`src/rtl/spi_master_ctrl_if.sv`:
```
// Host command/response bundle for spi_master_ctrl.
// The host drives commands on the master modport; the controller uses the slave modport.
interface spi_master_ctrl_if;
   logic       cmd_valid;
   logic       cmd_ready;
   logic [9:0] cmd_data;
   logic [7:0] rd_data;
   logic       rd_valid;
   logic       cmd_err;
   logic       busy;

   modport master (
      output cmd_valid, cmd_data,
      input  cmd_ready, rd_data, rd_valid, cmd_err, busy
   );

   modport slave (
      input  cmd_valid, cmd_data,
      output cmd_ready, rd_data, rd_valid, cmd_err, busy
   );
endinterface

```
`src/rtl/spi_master_ctrl.sv`:
```
// SPI master framing 10-bit host commands onto SS_n/MOSI and collecting read bytes from MISO.
// Optional read-address tracking with command rejection: define SPI_MASTER_RD_TRACK_EN.
module spi_master_ctrl #(
   parameter int unsigned RD_WAIT    = 2,
   parameter int unsigned GAP_CYCLES = 1
) (
   input  logic               clk,
   input  logic               rst,
   spi_master_ctrl_if.slave   host,
   output logic               SS_n,
   output logic               MOSI,
   input  logic               MISO
);

   localparam int unsigned CntW = 8;
   localparam logic [CntW-1:0] WaitLast = CntW'(RD_WAIT - 1);
   localparam logic [CntW-1:0] GapLoad  = CntW'(GAP_CYCLES);
   localparam logic [CntW-1:0] GapPost  = CntW'(GAP_CYCLES - 1);

   typedef enum logic [2:0] {StIdle, StSel, StCmd, StShift, StWait, StRecv, StGap} state_e;

   state_e          state_q, state_d;
   logic [CntW-1:0] cnt_q, cnt_d;
   logic [CntW-1:0] gap_q, gap_d;
   logic [9:0]      cmd_q, cmd_d;
   logic [7:0]      shift_q, shift_d;
   logic [7:0]      rd_data_q, rd_data_d;
   logic            ss_n_q, ss_n_d;
   logic            mosi_q, mosi_d;
   logic            ready_q, ready_d;
   logic            busy_q, busy_d;
   logic            rd_valid_q, rd_valid_d;
   logic            accept, reject, frame_end;

   assign accept = host.cmd_valid & ready_q;

`ifdef SPI_MASTER_RD_TRACK_EN
   logic trk_q, err_q;

   assign reject = (host.cmd_data[9:8] == 2'b11) && !trk_q;

   // Sticky once any rd-addr frame has been fully shifted out.
   always_ff @(posedge clk) begin
      if (rst) begin
         trk_q <= 1'b0;
         err_q <= 1'b0;
      end else begin
         err_q <= accept & reject;
         if (state_q == StShift && cnt_q == '0 && cmd_q[9:8] == 2'b10) trk_q <= 1'b1;
      end
   end

   assign host.cmd_err = err_q;
`else
   assign reject       = 1'b0;
   assign host.cmd_err = 1'b0;
`endif

   always_comb begin
      state_d    = state_q;
      cnt_d      = cnt_q;
      gap_d      = gap_q;
      cmd_d      = cmd_q;
      shift_d    = shift_q;
      rd_data_d  = rd_data_q;
      rd_valid_d = 1'b0;
      frame_end  = 1'b0;

      unique case (state_q)
         StIdle: begin
            if (gap_q != '0) begin
               gap_d = gap_q - 1'b1;
            end else if (accept) begin
               cmd_d = host.cmd_data;
               if (!reject) state_d = StSel;
            end
         end
         StSel: state_d = StCmd;
         StCmd: begin
            state_d = StShift;
            cnt_d   = CntW'(9);
         end
         StShift: begin
            if (cnt_q != '0) begin
               cnt_d = cnt_q - 1'b1;
            end else if (cmd_q[9:8] == 2'b11) begin
               state_d = StWait;
               cnt_d   = WaitLast;
            end else begin
               frame_end = 1'b1;
            end
         end
         StWait: begin
            if (cnt_q != '0) begin
               cnt_d = cnt_q - 1'b1;
            end else begin
               state_d = StRecv;
               cnt_d   = CntW'(7);
            end
         end
         StRecv: begin
            shift_d = {shift_q[6:0], MISO};
            if (cnt_q != '0) begin
               cnt_d = cnt_q - 1'b1;
            end else begin
               frame_end  = 1'b1;
               rd_data_d  = {shift_q[6:0], MISO};
               rd_valid_d = 1'b1;
            end
         end
         StGap: begin
            gap_d = gap_q - 1'b1;
            if (gap_q == CntW'(1)) state_d = StIdle;
         end
         default: state_d = StIdle;
      endcase

      // The first SS_n-high cycle already counts toward the gap.
      if (frame_end) begin
         gap_d   = GapPost;
         state_d = (GAP_CYCLES > 1) ? StGap : StIdle;
      end

      ss_n_d = !(state_d inside {StSel, StCmd, StShift, StWait, StRecv});
      case (state_d)
         StSel, StCmd: mosi_d = cmd_d[9];
         StShift:      mosi_d = cmd_d[cnt_d[3:0]];
         default:      mosi_d = 1'b0;
      endcase
      ready_d = (state_d == StIdle) && (gap_d == '0) && !accept;
      busy_d  = (state_d != StIdle) || (gap_d != '0);
   end

   always_ff @(posedge clk) begin
      if (rst) begin
         state_q    <= StIdle;
         cnt_q      <= '0;
         gap_q      <= GapLoad;
         cmd_q      <= '0;
         shift_q    <= '0;
         rd_data_q  <= '0;
         ss_n_q     <= 1'b1;
         mosi_q     <= 1'b0;
         ready_q    <= 1'b0;
         busy_q     <= 1'b1;
         rd_valid_q <= 1'b0;
      end else begin
         state_q    <= state_d;
         cnt_q      <= cnt_d;
         gap_q      <= gap_d;
         cmd_q      <= cmd_d;
         shift_q    <= shift_d;
         rd_data_q  <= rd_data_d;
         ss_n_q     <= ss_n_d;
         mosi_q     <= mosi_d;
         ready_q    <= ready_d;
         busy_q     <= busy_d;
         rd_valid_q <= rd_valid_d;
      end
   end

   assign SS_n          = ss_n_q;
   assign MOSI          = mosi_q;
   assign host.cmd_ready = ready_q;
   assign host.busy     = busy_q;
   assign host.rd_data  = rd_data_q;
   assign host.rd_valid = rd_valid_q;

endmodule

```
`src/flat_wrapper.sv`:
```
// flat-port wrapper written by rule: the top's interface ports become plain ports
module spi_master_ctrl_flat 
#(
   parameter int unsigned RD_WAIT    = 2,
   parameter int unsigned GAP_CYCLES = 1
)
  (clk, rst, SS_n, MOSI, MISO, host_cmd_valid, host_cmd_data, host_cmd_ready, host_rd_data, host_rd_valid, host_cmd_err, host_busy);
  spi_master_ctrl_if host_i ();
  input  logic clk;
  input  logic rst;
  output logic SS_n;
  output logic MOSI;
  input  logic MISO;
  input wire logic [$bits(host_i.cmd_valid)-1:0] host_cmd_valid;
  input wire logic [$bits(host_i.cmd_data)-1:0] host_cmd_data;
  output wire logic [$bits(host_i.cmd_ready)-1:0] host_cmd_ready;
  output wire logic [$bits(host_i.rd_data)-1:0] host_rd_data;
  output wire logic [$bits(host_i.rd_valid)-1:0] host_rd_valid;
  output wire logic [$bits(host_i.cmd_err)-1:0] host_cmd_err;
  output wire logic [$bits(host_i.busy)-1:0] host_busy;
  assign host_i.cmd_valid = host_cmd_valid;
  assign host_i.cmd_data = host_cmd_data;
  assign host_cmd_ready = host_i.cmd_ready;
  assign host_rd_data = host_i.rd_data;
  assign host_rd_valid = host_i.rd_valid;
  assign host_cmd_err = host_i.cmd_err;
  assign host_busy = host_i.busy;
  spi_master_ctrl #(.RD_WAIT(RD_WAIT), .GAP_CYCLES(GAP_CYCLES)) u_core (.clk(clk), .rst(rst), .host(host_i), .SS_n(SS_n), .MOSI(MOSI), .MISO(MISO));
endmodule
```
`config.mk`:
```
export PLATFORM = sky130hd
export DESIGN_NAME = spi_master_ctrl_flat
export DESIGN_NICKNAME = d
export VERILOG_FILES = /design/src/rtl/spi_master_ctrl_if.sv /design/src/rtl/spi_master_ctrl.sv /design/src/flat_wrapper.sv
export SDC_FILE = /design/constraint.sdc
export NUM_CORES = 1
export LEC_CHECK = 0
export CORE_UTILIZATION = 52
export DETAILED_ROUTE_END_ITERATION = 8
export PLACE_DENSITY = 0.74
export SLEW_MARGIN = 5
export SYNTH_ARGS = -nofsm -noshare
export SYNTH_HDL_FRONTEND = slang
export SYNTH_SLANG_ARGS = --single-unit
export TNS_END_PERCENT = 50
```
`constraint.sdc`:
```
create_clock -name clk -period 4.7 [get_ports clk]
set_clock_uncertainty 0.1 [all_clocks]
set_input_delay 0.47 -clock clk [delete_from_list [all_inputs] [get_ports clk]]
set_output_delay 0.47 -clock clk [all_outputs]
set_load 0.02 [all_outputs]
```
---- Word level (Yosys, flattened, before mapping) ----
Index checks and enable logic that the tools add are counted.
storage, ports and cells
  bits of input ports ..................... 14
  register bits ........................... 49
  logic and storage cells ................. 77
operators by class
  equal/unequal tests ..................... 15
  muxes and demuxes ....................... 26
  $lt $le $gt $ge ......................... 1
  bitwise operators ....................... 3
  reductions and logical operators ........ 18
  add/subtract/negate cells ............... 2
operators by type and width
  cell                 number
  $mux 8               6
  $pmux 8 s4           1
  $mux 10              3
  $reduce_bool 8->1    3
  $mux 3               7
  $pmux 3 s7           1
  $pmux 8 s2           1
  $sub 8x1->8 const B  2
  $eq 3x3->1 const B   5
  $eq 3x2->1 const B   4
  $eq 8x1->1 const B   1
  $logic_not 8->1      1
  $eq 3x1->1 const B   2
  $logic_not 3->1      2
  $lt 4x5->1 const B   1
  $reduce_bool 5->1    1
  $bmux 1 s4           1
  $mux 1               4
  $pmux 1 s2           2
  $reduce_bool 4->1    1
  $reduce_or 2->1      2
  $ne 3x1->1 const B   1
  $reduce_and 3->1     1
  $reduce_bool 3->1    1
  8 further kinds      11

---- Depth between registers and ports, before layout ----
Gate-level depths: netlist of the first run.
  word-level depth ........................ 8
  mapped depth ............................ 13

---- Least setup slack after synthesis of the first run ----
No wires, ideal clock.
  path type ............................... register to register
  start ................................... reg u_core.cnt_q[0]
  end ..................................... reg u_core.mosi_q (netlist: u_core.MOSI)
  cell stages (with the launch flop) ...... 13
  arrival time ............................ 2.608 ns
  data required time ...................... 4.470 ns
  slack ................................... 1.862 ns
  cell sequence ........................... dfxtp_1 inv_1 ha_1 or3b_2 nor2_1 inv_2 ha_1 a21oi_1 a21oi_1 and3_1 a211oi_1 o311ai_1 o211ai_1
between the ends
  longest elaborated chain between the ends .. 7
  elaborated cells on any way between the ends .. 21
  those cells by class .................... 1 x add/sub; 3 x eq/ne; 15 x mux; 2 x reduce/logical
ends and longest elaborated chain
  what                                                 RTL line                source
  start, declared                                      spi_master_ctrl.sv:23   logic [CntW-1:0] cnt_q, cnt_d;
  start signal, assigned                               spi_master_ctrl.sv:149  cnt_q <= cnt_d;
  branches (longest 6 deep; another with $sub 8x1->8)  --
  $pmux 1 s2 *                                         spi_master_ctrl.sv:125  case (state_d)
  end signal, assigned                                 spi_master_ctrl.sv:155  mosi_q <= mosi_d;
  end, declared                                        spi_master_ctrl.sv:29   logic mosi_q, mosi_d;
Every way passes the cells marked *. The select of a mux whose other input is x is not followed.
A chain may end at the register's enable or synchronous reset.

---- Worst setup path in the final report of the first run ----
Ends and elaborated chain as after synthesis.

==> results of run 1 <==
-- placed cells by master, fill, tap and decap left out, types with 7 or more instances in the layout --
cell type / count
inv_1: 7
o21ai_0: 9
clkdlybuf4s50_1: 26
a21oi_1: 29
and3_1: 7
mux2i_1: 10
dfxtp_1: 49
nor2_1: 40
nor3_1: 9
nand3_1: 13
nand2_1: 36
-- power by group through the flow --
stage	sequential (W)	combinational, W	clock [W]
after floorplan	0.000509	0.000307	0
after global placement	0.000527	0.000372	0
after detailed placement	0.000528	0.000378	0
after CTS	0.000519	0.000379	0.000306
after global routing	0.000530	0.000424	0.000322
final	0.000520	0.000380	0.000301
-- per-stage QoR --
step                      area (sq um)  worst slack (ps)
after floorplan                   2570              1860
after global placement            2850              1610
after detailed placement          2850              1520
after CTS                         2960              1470
after global routing              2960              1040
final                             2960              1420
-- layer usage --
layer  global-route usage  up-vias
met3               0.0431        8
met5                    0        -
met4               0.0763        0
met2                0.359       55
met1                0.296     1054
li1                     -     1171
-- worst min-delay path, cell delays in order (launching register included) --
cell and delay (ps):
dfxtp_1 320, nand2_1 50, a21oi_1 50
-- worst paths after layout --
path / to / cells after the start
setup / recovery: u_core.MOSI / 12
hold / removal: u_core.host.rd_data[0] / 2
setup reg to reg: u_core.MOSI / 12
hold reg to reg: u_core.host.rd_data[0] / 2
-- cell type report --
| type | instances | area share |
|---|---|---|
| Multi-Input combinational cell | 246 | 0.501 |
| Sequential cell | 49 | 0.332 |
| Timing Repair Buffer | 27 | 0.0906 |
| Tap cell | 67 | 0.0284 |
| Clock buffer | 6 | 0.0245 |
| Clock inverter | 2 | 0.0131 |
| Inverter | 8 | 0.0102 |
-- cell families after synthesis --
| family | after synthesis |
|---|---|
| adder cells (fa/ha/maj) | 6 |
| flip-flops | 49 |
| XOR/XNOR | 11 |
| multiplexers | 10 |
| AND/OR/NAND/NOR | 141 |
| buffers and inverters | 27 |
| AO/OA/AOI/OAI | 77 |
| other | 1 |
-- state kept, by name (all words and copies together) (netlist names), 3 cells and up --
signal,cells
u_core.cmd_q,10
u_core.cnt_q,8
u_core.gap_q,8
u_core.host.rd_data,8
u_core.shift_q,7
u_core.state_q,3
==> impl_metrics.py, run 1 <==
metrics = {
    "pwr": {
        "leakagePower_nw": 1.14,
        "clkPwrFrac": 0.250,
        "power_w": 0.00120,
        "power_frac_seq": 0.433,
        "intPower_w": 0.000795,
        "switchingPower_w": 0.000406,
        "power_density_nw_per_um2": 406,
        "p_sw_frac": 0.338,
        "comb_power_share": 0.316,
        "peakVddDrop_uv": 243,
    },
    "final_layout": {
        "final_nets": 357,
        "diodes": 0,
        "regArea_sq_um": 981,
        "final_cells": 405,
        "area_growth_pct": 14.8,
        "nFillCells": 439,
        "multi_input_area_sq_um": 1480,
        "fin_util": 0.622,
        "drive_gt1_frac": 0.0592,
    },
    "sta": {
        "max-slew-margin-rel": 0.362,
        "period_share": 0.699,
        "drv_slew": 0,
        "hold_viol": 0,
        "fin_tns_setup_ps": 0,
        "fin_crit_ps": 3280,
        "max_freq_mhz": 305,
        "tightest_slew_ps": 955,
        "rsz0062_at_grt": "no",
        "setup_viol": 0,
        "hold_slack_ps": 355,
    },
    "yosys": {
        "synth_fp_nets": 342,
        "synth_top_family_by_area": "simple AND/OR/NAND/NOR gates",
        "ys_seq_area_frac": 0.381,
        "synth_area_sq_um": 2570,
        "synth_largest_area_cell": "dfxtp_1",
        "synth.top_cell.area_share": 0.381,
        "synth_edf_count": 0,
        "synth_simple_gate_area_share": 0.274,
        "syn_avg_cell_area_sq_um": 8.00,
        "synth_xor_area_frac": 0.0374,
        "synth_fa_ha_area_frac": 0.0292,
        "async_flop_share": 0,
        "syn_inst": 322,
        "ys_seq_elements": 49,
        "ys_types": 55,
        "yosys_warnings": 0,
        "synth_mux_area_frac": 0.0389,
        "synth_area_leaders": "dfxtp_1 38%, nor2_1 5.8%, a21oi_1 5.6%",
        "synth_ff_type": "dfxtp_1",
        "synth.most_common_cell": "dfxtp_1",
        "synth_compound_area_frac": 0.195,
        "synth_common_cells": "49 x dfxtp_1, 40 x nor2_1, 36 x nand2_1",
    },
    "floorplanning": {
        "boundaryPins": 28,
        "start_util": 0.542,
        "die_x_um": 72.4,
        "core_sq_um": 4750,
        "die_h_um": 72.4,
        "rows": 25,
        "die-area_sq_um": 5240,
    },
    "cts": {
        "root_buffer": "clkbuf_8",
        "cts_tree": "yes",
        "ctsResizeCount": 0,
        "holdBufCountCts": 0,
        "clockBufferDepth": 2,
        "postCtsSetupRepairBufs": 0,
        "cts_max_level": 2,
        "clk_pin_slew_ps": 90,
        "cts.sinks": 49,
        "clkLatencyLatePin_ps": 310,
        "cts_buffers": 5,
    },
    "routing": {
        "drt_pass1_iterations": 5,
        "wl_per_cell_um": 13.4,
        "vias": 2288,
        "drt-total-wl_um": 5440,
        "final_antenna_net_count": 0,
        "via_per_inst": 5.65,
        "wl_met3_um": 206,
        "wl_met2_um": 2470,
        "drt_iter0_markers": 122,
        "met1_length_um": 2660,
        "route.detailed.drc": 0,
        "top_layer": "met4",
    },
    "critical_path": {
        "crit_fanout": 8,
        "cp-startpoint": "u_core.cnt_q[0]",
        "rrSetupSlack_ps": 1420,
        "end_kind": "flip-flop",
        "cpPeakStageDelay_ps": 500,
        "crit_path_top_delay_cell": "or3b_2",
        "arrival_ps": 3420,
        "crit_chain": "inv_1 -> ha_1 -> or3b_2 -> nor2_1 -> inv_2 -> ha_1 -> a21oi_1 -> a21oi_1 -> nand2_1 -> a211oi_1 -> o311ai_1 -> o211ai_1",
        "path_class": "flip-flop to flip-flop",
        "rr_startpoint": "u_core.cnt_q[0]",
        "crit_path_start_kind": "flip-flop",
        "path_buf_inv": 2,
        "critPathTopFamily": "compound AO/OA/AOI/OAI gates",
        "crit_required_ps": 4840,
    },
    "global_routing": {
        "grt_max_degree": 28,
        "grt_pass1_vias": 2077,
        "overflow": 0,
        "grt_pass1_wl_um": 9260,
        "grt_usage": 0.222,
        "antenna_found_initial": 0,
    },
    "run_status": {
        "outcome": "completed",
    },
    "placed_design": {
        "placed_cells": 397,
        "gp_congestion": 0.912,
        "dp_hpwl_um": 3950,
        "numPortBuffers": 26,
    },
    "worst_hold_path": {
        "hold_path_startpoint": "u_core.host.rd_data[0]",
        "hold_class": "flip-flop to flip-flop",
    },
    "job": {
        "maxCapViolCount": 0,
    },
}
No activity file was read; power rests on OpenSTA's default activity.
==> run 2: changes to the inputs <==
--- a/config.mk
+++ b/config.mk
@@ -5,9 +5,9 @@
 export SDC_FILE = /design/constraint.sdc
 export NUM_CORES = 1
 export LEC_CHECK = 0
-export CORE_UTILIZATION = 52
+export CORE_UTILIZATION = 51
 export DETAILED_ROUTE_END_ITERATION = 8
-export PLACE_DENSITY = 0.74
+export PLACE_DENSITY = 0.76
 export SLEW_MARGIN = 5
 export SYNTH_ARGS = -nofsm -noshare
 export SYNTH_HDL_FRONTEND = slang
==> constraint.sdc (replaced) <==
create_clock -name clk -period 2.85 [get_ports clk]
set_clock_uncertainty 0.1 [all_clocks]
set_input_delay 0.285 -clock clk [delete_from_list [all_inputs] [get_ports clk]]
set_output_delay 0.285 -clock clk [all_outputs]
set_load 0.02 [all_outputs]
==> run 2 against run 1 <==
First-iteration DRC count rose by 90%. Cell count up 4.2%. Maximum frequency is 23% higher. Sequential share of layout area shrank 1.5 points. Worst setup slack got worse by 1200 ps.
==> impl_metrics.py, run 2 (synthesized netlist as in run 1, its figures left out) <==
metrics = {
    "final_layout": {
        "largest_register_ffs": 10,
        "diodes": 0,
        "area_growth_pct": 20.1,
        "top_register": "u_core.cmd_q",
        "nFillCells": 418,
        "final_common_cell": "dfxtp_1",
        "final_nets": 374,
        "multi_input_area_sq_um": 1510,
        "final_cell_mix": "49 x dfxtp_1, 39 x nor2_1, 35 x nand2_1",
        "regArea_sq_um": 981,
        "drive_gt1_frac": 0.121,
    },
    "critical_path": {
        "arrival_ps": 2750,
        "crit_fanout": 7,
        "critPathTopFamily": "simple AND/OR/NAND/NOR gates",
        "path_class": "flip-flop to flip-flop",
        "cpPeakStageDelay_ps": 580,
        "end_kind": "flip-flop",
        "crit_chain": "or4_4 -> nor2_4 -> inv_2 -> ha_1 -> a21oi_1 -> a21oi_2 -> and3_1 -> a211oi_2 -> o311ai_1 -> o211ai_1",
        "crit_path_top_delay_cell": "or4_4",
        "crit_required_ps": 2940,
        "crit_path_start_kind": "flip-flop",
        "path_buf_inv": 1,
    },
    "routing": {
        "drt_iter0_markers": 232,
        "route.detailed.drc": 0,
        "wl_per_cell_um": 13.9,
        "via_per_inst": 5.85,
        "drt_pass1_iterations": 5,
        "vias": 2467,
        "final_antenna_net_count": 0,
        "drt-total-wl_um": 5850,
    },
    "floorplanning": {
        "boundaryPins": 28,
        "die-area_sq_um": 5340,
        "die_x_um": 73.1,
        "start_util": 0.538,
        "rows": 25,
        "core_sq_um": 4790,
        "die_h_um": 73.1,
    },
    "sta": {
        "drv_slew": 0,
        "tightest_slew_ps": 609,
        "period_share": 0.933,
        "setup_viol": 0,
        "max_freq_mhz": 376,
        "fin_crit_ps": 2660,
        "hold_viol": 0,
        "worst_slack_ps": 190,
        "max-slew-margin-rel": 0.590,
        "fin_tns_setup_ps": 0,
    },
    "global_routing": {
        "grt_usage": 0.232,
        "antenna_found_initial": 0,
        "grt_pass1_wl_um": 9710,
        "grt_pass1_vias": 2058,
        "overflow": 0,
        "grt_max_degree": 41,
    },
    "cts": {
        "root_buffer": "clkbuf_8",
        "cts_max_level": 2,
        "cts_tree": "yes",
        "holdBufCountCts": 0,
        "clkLatencyLatePin_ps": 310,
        "clk_pin_slew_ps": 100,
        "clockBufferDepth": 2,
        "cts.sinks": 49,
        "cts_buffers": 5,
    },
    "pwr": {
        "power_density_nw_per_um2": 644,
        "leakagePower_nw": 1.22,
        "peakVddDrop_uv": 551,
    },
    "job": {
        "maxCapViolCount": 0,
    },
    "placed_design": {
        "dp_hpwl_um": 4130,
        "dp_slack_ps": -62.9,
        "gp_congestion": 0.879,
        "numPortBuffers": 26,
    },
    "run_status": {
        "outcome": "completed",
    },
    "worst_hold_path": {
        "hold_class": "flip-flop to flip-flop",
    },
}
## run 2: cell types whose count changed in the layout (fill, tap and decap cells not counted), sizes merged
| cell | before | now |
|---|---|---|
| buf | 1 | 18 |
| inv | 8 | 10 |
| clkinvlp | 0 | 1 |
| bufinv | 1 | 0 |
| clkinv | 1 | 0 |
| clkbuf | 6 | 5 |
## run 2: path summary, 6_finish.rpt
kind,start,endpoint,slack (ps),cells past startpoint
setup / recovery,u_core.cnt_q[7],u_core.MOSI,190,10
hold / removal,u_core.host.rd_data[0],u_core.host.rd_data[0],360,2
setup reg to reg,u_core.cnt_q[7],u_core.MOSI,190,10
hold reg to reg,u_core.host.rd_data[0],u_core.host.rd_data[0],360,2
## run 2: where the power goes
part           internal, W  switching [W]
Clock             0.000179       0.000249
Sequential        0.000761      0.0000952
Combinational     0.000334       0.000374
Total              0.00127       0.000718
## run 2: layout make-up
cell class	instances	share of cell area
Clock inverter	3	0.00809
Multi-Input combinational cell	246	0.488
Tap cell	67	0.0271
Sequential cell	49	0.317
Inverter	8	0.00971
Timing Repair Buffer	44	0.128
Clock buffer	5	0.0222
## run 2: layer usage
metal,up-vias,part of all wire,global-route usage
met5,-,0,0
met4,0,0.015,0.0719
met3,10,0.082,0.0414
met2,129,0.45,0.363
met1,1123,0.45,0.325
li1,1205,-,-
## run 2: through the flow
| step | total power [W] | std cells | area, sq um | hold WS, ps | util |
|---|---|---|---|---|---|
| after floorplan | 0.00135 | 322 | 2570 | 300 | - |
| after global placement | 0.00153 | 413 | 2970 | 339 | 0.620 |
| after detailed placement | 0.00155 | 413 | 2970 | 345 | 0.620 |
| after CTS | 0.00198 | 421 | 3060 | 360 | 0.640 |
| after global routing | 0.00211 | 422 | 3090 | 373 | 0.646 |
| final | 0.00199 | 422 | 3090 | 357 | 0.646 |
## run 2: tightest hold or removal path, cell delays in order (launching register included)
cell	delay, ps
dfxtp_1	320
nand2_1	50
a21oi_1	50
## run 2: what timing repair did
item                                    CTS  global route
gates resized for setup                   1             8
endpoints found under the setup margin    1             1
setup buffers                             0             1
pin swaps                                 0             3
endpoints found under the hold margin     0             0
